===== src/rtl/cond_logic_if.sv =====
// Decoder/ALU-side bundle for the conditional-execution stage.
// Latency: outputs are combinational on the inputs and stored flags.
// Backpressure: Stall holds the instruction and zeroes the write enables.
interface cond_logic_if;
    logic [3:0] Cond;
    logic [3:0] ALUFlags;
    logic [1:0] FlagW;
    logic       PCS;
    logic       RegW;
    logic       MemW;
    logic       NoWrite;
    logic       Stall;
    logic       PCSrc;
    logic       RegWrite;
    logic       MemWrite;
    logic       CondEx;
    logic [3:0] Flags;

    modport master (
        output Cond, ALUFlags, FlagW, PCS, RegW, MemW, NoWrite, Stall,
        input  PCSrc, RegWrite, MemWrite, CondEx, Flags
    );

    modport slave (
        input  Cond, ALUFlags, FlagW, PCS, RegW, MemW, NoWrite, Stall,
        output PCSrc, RegWrite, MemWrite, CondEx, Flags
    );
endinterface


===== src/rtl/cond_logic.sv =====
// NZCV flag register plus condition check gating PC/reg/mem writes; COND_NV_AL_EN makes Cond=1111 AL.
// Latency: gated outputs zero-cycle; new flags visible to the next instruction.
// Backpressure: Stall freezes flags and forces PCSrc/RegWrite/MemWrite low.
module cond_logic #(
    parameter logic [3:0] FLAGS_RESET = 4'b0000
) (
    input  logic         CLK,
    input  logic         RESET,
    cond_logic_if.slave  bus
);

    logic [3:0] flags_q;
    logic [3:0] flags_d;
    logic       cond_ex;
    logic       retire;
    logic       n_flag;
    logic       z_flag;
    logic       c_flag;
    logic       v_flag;

    assign {n_flag, z_flag, c_flag, v_flag} = flags_q;

    // Decode uses only the stored flags so an instruction never sees its own ALU result.
    always_comb begin
        cond_ex = 1'b0;
        case (bus.Cond)
            4'b0000: cond_ex = z_flag;
            4'b0001: cond_ex = ~z_flag;
            4'b0010: cond_ex = c_flag;
            4'b0011: cond_ex = ~c_flag;
            4'b0100: cond_ex = n_flag;
            4'b0101: cond_ex = ~n_flag;
            4'b0110: cond_ex = v_flag;
            4'b0111: cond_ex = ~v_flag;
            4'b1000: cond_ex = c_flag & ~z_flag;
            4'b1001: cond_ex = ~c_flag | z_flag;
            4'b1010: cond_ex = (n_flag == v_flag);
            4'b1011: cond_ex = (n_flag != v_flag);
            4'b1100: cond_ex = ~z_flag & (n_flag == v_flag);
            4'b1101: cond_ex = z_flag | (n_flag != v_flag);
            4'b1110: cond_ex = 1'b1;
`ifdef COND_NV_AL_EN
            4'b1111: cond_ex = 1'b1;
`else
            4'b1111: cond_ex = 1'b0;
`endif
            default: cond_ex = 1'b0;
        endcase
    end

    assign retire = cond_ex & ~bus.Stall;

    // N,Z and C,V groups load independently so logical ops can preserve C,V.
    always_comb begin
        flags_d = flags_q;
        if (retire && bus.FlagW[1]) begin
            flags_d[3:2] = bus.ALUFlags[3:2];
        end
        if (retire && bus.FlagW[0]) begin
            flags_d[1:0] = bus.ALUFlags[1:0];
        end
    end

    always_ff @(posedge CLK) begin
        if (RESET) begin
            flags_q <= FLAGS_RESET;
        end else begin
            flags_q <= flags_d;
        end
    end

    assign bus.CondEx   = cond_ex;
    assign bus.PCSrc    = bus.PCS  & retire;
    assign bus.RegWrite = bus.RegW & retire & ~bus.NoWrite;
    assign bus.MemWrite = bus.MemW & retire;
    assign bus.Flags    = flags_q;

endmodule


===== src/flat_wrapper.sv =====
// flat-port wrapper written by rule: the top's interface ports become plain ports
module cond_logic_flat 
#(
    parameter logic [3:0] FLAGS_RESET = 4'b0000
)
  (CLK, RESET, bus_Cond, bus_ALUFlags, bus_FlagW, bus_PCS, bus_RegW, bus_MemW, bus_NoWrite, bus_Stall, bus_PCSrc, bus_RegWrite, bus_MemWrite, bus_CondEx, bus_Flags);
  cond_logic_if bus_i ();
  input  logic CLK;
  input  logic RESET;
  input wire logic [$bits(bus_i.Cond)-1:0] bus_Cond;
  input wire logic [$bits(bus_i.ALUFlags)-1:0] bus_ALUFlags;
  input wire logic [$bits(bus_i.FlagW)-1:0] bus_FlagW;
  input wire logic [$bits(bus_i.PCS)-1:0] bus_PCS;
  input wire logic [$bits(bus_i.RegW)-1:0] bus_RegW;
  input wire logic [$bits(bus_i.MemW)-1:0] bus_MemW;
  input wire logic [$bits(bus_i.NoWrite)-1:0] bus_NoWrite;
  input wire logic [$bits(bus_i.Stall)-1:0] bus_Stall;
  output wire logic [$bits(bus_i.PCSrc)-1:0] bus_PCSrc;
  output wire logic [$bits(bus_i.RegWrite)-1:0] bus_RegWrite;
  output wire logic [$bits(bus_i.MemWrite)-1:0] bus_MemWrite;
  output wire logic [$bits(bus_i.CondEx)-1:0] bus_CondEx;
  output wire logic [$bits(bus_i.Flags)-1:0] bus_Flags;
  assign bus_i.Cond = bus_Cond;
  assign bus_i.ALUFlags = bus_ALUFlags;
  assign bus_i.FlagW = bus_FlagW;
  assign bus_i.PCS = bus_PCS;
  assign bus_i.RegW = bus_RegW;
  assign bus_i.MemW = bus_MemW;
  assign bus_i.NoWrite = bus_NoWrite;
  assign bus_i.Stall = bus_Stall;
  assign bus_PCSrc = bus_i.PCSrc;
  assign bus_RegWrite = bus_i.RegWrite;
  assign bus_MemWrite = bus_i.MemWrite;
  assign bus_CondEx = bus_i.CondEx;
  assign bus_Flags = bus_i.Flags;
  cond_logic #(.FLAGS_RESET(FLAGS_RESET)) u_core (.CLK(CLK), .RESET(RESET), .bus(bus_i));
endmodule

===== config.mk =====
export PLATFORM = sky130hd
export DESIGN_NAME = cond_logic_flat
export DESIGN_NICKNAME = d
export VERILOG_FILES = /design/src/rtl/cond_logic_if.sv /design/src/rtl/cond_logic.sv /design/src/flat_wrapper.sv
export SDC_FILE = /design/constraint.sdc
export NUM_CORES = 1
export LEC_CHECK = 0
export BUFFER_PORTS_ARGS = -buffer_cell sky130_fd_sc_hd__clkbuf_2
export CAP_MARGIN = 20
export CORE_AREA = 2 2 39 41
export CTS_CLUSTER_SIZE = 8
export DETAILED_ROUTE_END_ITERATION = 12
export DIE_AREA = 0 0 41 43
export MAX_ROUTING_LAYER = met4
export PLACE_DENSITY = 0.66
export RECOVER_POWER = 50
export SYNTH_ARGS = -nofsm -noshare
export SYNTH_HDL_FRONTEND = slang
export SYNTH_SLANG_ARGS = --single-unit

===== constraint.sdc =====
create_clock -name CLK -period 2.3 [get_ports CLK]
set_input_delay 0.46 -clock CLK [delete_from_list [all_inputs] [get_ports CLK]]
set_output_delay 0.46 -clock CLK [all_outputs]
set_load 0.005 [all_outputs]

# ---- Word-level counts from Yosys, hierarchy flattened
# Index checks and enable logic that the tools add are counted.
dict set report totals {
  register_bits 4
  wordCells 38
  output_inout_bits 8
  in_bits 17
}
dict set report classes {
  n_eq_ne 17
  reduce_logical 3
  bitwise 15
  mux 1
}
# op count
set op_table {}
lappend op_table {{4-bit == test (second input constant)} 8}
lappend op_table {{4-bit by 3-bit == test with 1-bit output (second input constant)} 4}
lappend op_table {{1-bit case mux with 16 select lines} 1}
lappend op_table {{4-bit by 2-bit == test with 1-bit output (second input constant)} 2}
lappend op_table {{1-bit bitwise AND} 7}
lappend op_table {{1-bit inverter} 6}
lappend op_table {{4-bit by 1-bit == test with 1-bit output (second input constant)} 1}
lappend op_table {{4-bit logical NOT} 1}
lappend op_table {{1-bit logical AND} 2}
lappend op_table {{1-bit OR} 2}
lappend op_table {{1-bit == test} 1}
lappend op_table {{1-bit inequality test} 1}

# ---- Logic depth before layout (Yosys ltp)
dict set report depth {
  word_depth 6
  mapped_depth 7
  depth_no_buf 6
}

# ---- Least setup slack after synthesis
# Ideal clock, no wire load.
dict set report synth_timing {
  path_kind {input -> output}
  start {input port bus_Cond[0]}
  end {output port bus_RegWrite}
  stages 6
  path_buffers 1
  t_arrival_ns 1.774
  required_time_ns 1.840
  slack_ns 0.066
  path_cell_list {buf_2 -> nor2b_1 -> a211oi_1 -> a211o_1 -> a2111o_2 -> nor3b_2}
}
dict set report synth_via {
  elab_chain_cells 5
  word_cells_on_any_way 20
  cone_classes {15 x eq/ne; 1 x mux; 3 x bitwise; 1 x reduce/logical}
}
# element line_no
set synth_rtl {}
lappend synth_rtl {{from (decl)} flat_wrapper.sv:10} ;# input wire logic [$bits(bus_i.Cond)-1:0] bus_Cond;
lappend synth_rtl {{4-bit == test, or another cell as far along} cond_logic.sv:26} ;# case (bus.Cond)
lappend synth_rtl {{1-bit case mux with 16 select lines *} cond_logic.sv:26}
lappend synth_rtl {{1-bit bitwise AND *} cond_logic.sv:51} ;# assign retire = cond_ex & ~bus.Stall;
lappend synth_rtl {{1-bit bitwise AND * (2 in a row)} cond_logic.sv:74} ;# assign bus.RegWrite = bus.RegW & retire & ~bus.NoWrite;
lappend synth_rtl {{to (decl)} flat_wrapper.sv:19} ;# output wire logic [$bits(bus_i.RegWrite)-1:0] bus_RegWrite;
# Every way passes the cells marked *; elsewhere a longest branch is shown, timed or not.

# ---- Worst setup path after layout
dict set report layout_timing {
  start {register u_core.flags_q[3], in the netlist u_core.bus.Flags[3]}
  end {output port bus_RegWrite}
}
dict set report layout_via {
  elab_chain_cells 6
  word_cells_on_any_way 9
  cone_classes {2 x eq/ne; 1 x mux; 6 x bitwise}
}
# element line_no
set layout_rtl {}
lappend layout_rtl {{from (decl)} cond_logic.sv:12} ;# logic [3:0] flags_q;
lappend layout_rtl {{from (signal assigned)} cond_logic.sv:68} ;# flags_q <= flags_d;
lappend layout_rtl {{1-bit inequality test / 1-bit == test (equally long branches)} --}
lappend layout_rtl {{1-bit OR / 1-bit bitwise AND (equally long branches)} {cond_logic.sv:40, cond_logic.sv:39}}
lappend layout_rtl {{1-bit case mux with 16 select lines *} cond_logic.sv:26}
lappend layout_rtl {{1-bit bitwise AND *} cond_logic.sv:51}
lappend layout_rtl {{1-bit bitwise AND * (2 in a row)} cond_logic.sv:74}
# Marked as above.

==> impl_metrics.env <==
export IMPL_status="finished, violations left"
export IMPL_violations="negative setup slack"
export IMPL_largest_reg_flops=4
export IMPL_final_cell_area_um2=651
export IMPL_slew_violations=0
export IMPL_hold_violations=0
export IMPL_core_mm2=0.00138
export IMPL_drive_gt1_frac=0.488
export IMPL_viasPerCell=4.92
export IMPL_diodes=0
export IMPL_cts_tree="built"
export IMPL_ios=25
export IMPL_cts_buffer_depth=2
export IMPL_antenna_found_initial=0
export IMPL_synth_commonest_cells="nand2b_1 (7), mux2i_1 (6), nor2_1 (5)"
export IMPL_ir_drop_mv=0.296
export IMPL_path_clk_slew_ns=0.04
export IMPL_p_leak_nw=0.295
export IMPL_async_flop_share=0
export IMPL_crit_path_end_kind="output port"
export IMPL_cp_required_ns=1.84
export IMPL_clockRootBuffer="clkbuf_4"
export IMPL_synth_top_area_share=0.177
export IMPL_min_period_ns=2.37
export IMPL_gr_usage_all_layers=0.134
export IMPL_syn_num_nets=73
export IMPL_dr_pass1_iters=4
export IMPL_tightest_slew_ns=0.227
export IMPL_setup_viol=3
export IMPL_ant_nets=0
export IMPL_relSlewSlack=0.848
export IMPL_post_dp_cell_area_um2=602
export IMPL_cts_buffers=3
export IMPL_drtIter0Drc=5
export IMPL_die_w_um=41
export IMPL_rsz0062_at_grt="true"
export IMPL_die_h_um=43
export IMPL_grt_max_degree=11
export IMPL_hp_class="in2reg"
export IMPL_drv_cap=0
export IMPL_grt_pass1_wl_um=1590
export IMPL_clock_latency_ns=0.23
export IMPL_fin_ws_ns=-0.0656
export IMPL_timing_final_crit_share=1.03
export IMPL_num_vias=492
export IMPL_tns_ns=-0.0960
export IMPL_start_util=0.327
export IMPL_die_area_mm2=0.00176
export IMPL_grt_overflow_total=0
export IMPL_fill_cells=147
export IMPL_critPathKind="reg2out"
export IMPL_synthesis_area_um2=453
export IMPL_syn_to_final_growth_pct=43.6
export IMPL_yosysTopAreaCell="dfxtp_1"
export IMPL_critPathLaunchType="flop"
export IMPL_cellPowerDensity_mw_per_mm2=395
export IMPL_synth_avg_cell_area_um2=8.09
export IMPL_cts_sinks=4
export IMPL_fmax_mhz=423
export IMPL_skew_ns=0.00395
export IMPL_fin_nets=103
export IMPL_synthCells=56
export IMPL_grt_pass1_vias=421
export IMPL_synth_ff_type="dfxtp_1"
export IMPL_yosysUniqueCellTypes=27
export IMPL_wire_per_inst_um=10.4
export IMPL_synth_most_common_cell="nand2b_1"
export IMPL_dpl_hpwl_um=859
export IMPL_pre_cts_ws_ns=-0.0394
export IMPL_route_detailed_drc=0
export IMPL_wl_um=1040
export IMPL_gp_congestion=0.658
export IMPL_crit_path_max_fanout=4
export IMPL_synth_edf_count=0
export IMPL_portBuffers=24
export IMPL_cp_arrival_ns=1.91
export IMPL_ys_warn_count=0
export IMPL_yosys_register_bits=4
export IMPL_htree_num_levels=1
export IMPL_ys_seq_area_frac=0.177
export IMPL_row_count=14
export IMPL_yosys_top_cells_area="dfxtp_1 (18%), mux2i_1 (13%), nand2b_1 (9.7%), nor2_4 (5.0%), nor2_1 (4.1%)"
## report_power, final
part,leakage (nW),internal [mW],switching [mW]
Combinational,0.248,0.0495,0.0423
Sequential,0.0337,0.0727,0.00547
Clock,0.0138,0.0584,0.0289
## kinds of logic after synthesis
family	count (synthesis)	share of synthesized area
DFF	4	0.177
buffers and inverters	7	0.0635
xor gates and xnor gates	2	0.0553
and+or+nand+nor	25	0.373
AOI/OAI and AO/OA	12	0.199
muxes	6	0.133
## stage by stage
step	utilization	hold WS, ns	power (mW)	cells
after global placement	0.435	0.528	0.164	96
after floorplan	-	0.510	0.133	56
after detailed placement	0.435	0.540	0.167	96
after global routing	0.470	0.481	0.274	100
final	0.470	0.466	0.257	100
after CTS	0.470	0.458	0.265	100
## final timing paths
check,startpoint,endpoint,slack (ns),cells past startpoint
hold reg to reg,u_core.bus.Flags[1],u_core.bus.Flags[1],0.55,2
setup reg to reg,u_core.bus.Flags[3],u_core.bus.Flags[3],0.37,7
hold / removal,bus_ALUFlags[0],u_core.bus.Flags[0],0.47,3
setup / recovery,u_core.bus.Flags[3],bus_RegWrite,-0.07,6
## repair_timing
item | 4_1_cts | 5_1_grt
setup endpoints to repair | 3 | 3
resized for setup | 5 | 2
buffers inserted | 1 | 0
endpoints found under the hold margin | 0 | 0
pin swaps | 2 | 0
hold buffers | 0 | 0
## final cells by class
cell class                      count  area, µm²  share of cell area
Sequential cell                     4       85.1               0.131
Tap cell                           16       20.0              0.0308
Multi-Input combinational cell     45        360               0.554
Clock buffer                        3       22.5              0.0346
Timing Repair Buffer               28        148               0.227
Inverter                            4       15.0              0.0231
## per-layer routing
| layer | track usage | wire length [µm] |
|---|---|---|
| met1 | 0.161 | 443 |
| met2 | 0.203 | 539 |
| met3 | 0.0157 | 61 |
| met4 | 0.0800 | 0 |
| met5 | - | 0 |
## critical path: stages, from the launching register on
cell      delay, ns
dfxtp_2        0.34
xnor2_4        0.15
xnor2_1        0.12
a211o_1        0.31
a2111o_2       0.47
nor3b_2        0.16
buf_2          0.12
## cells in the final DEF (no fill, tap or decap)
master and instances:
a2111o_2 1, a211o_1 1, a211oi_1 2, a21oi_1 1, a22oi_1 1, and3_2 1
and4bb_2 1, buf_2 1, buf_4 4, clkbuf_1 2, clkbuf_2 21, clkbuf_4 3
dfxtp_1 2, dfxtp_2 1, dfxtp_4 1, inv_1 4, mux2i_1 6, nand2_1 2
nand2b_1 7, nand3b_1 1, nor2_1 3, nor2_2 2, nor2_4 2, nor2b_1 3
nor3_2 1, nor3b_2 1, o211ai_1 1, o21a_1 2, o21ai_0 2, o221ai_1 1
or2b_1 1, xnor2_1 1, xnor2_4 1
(Power assumes the default switching activity.)
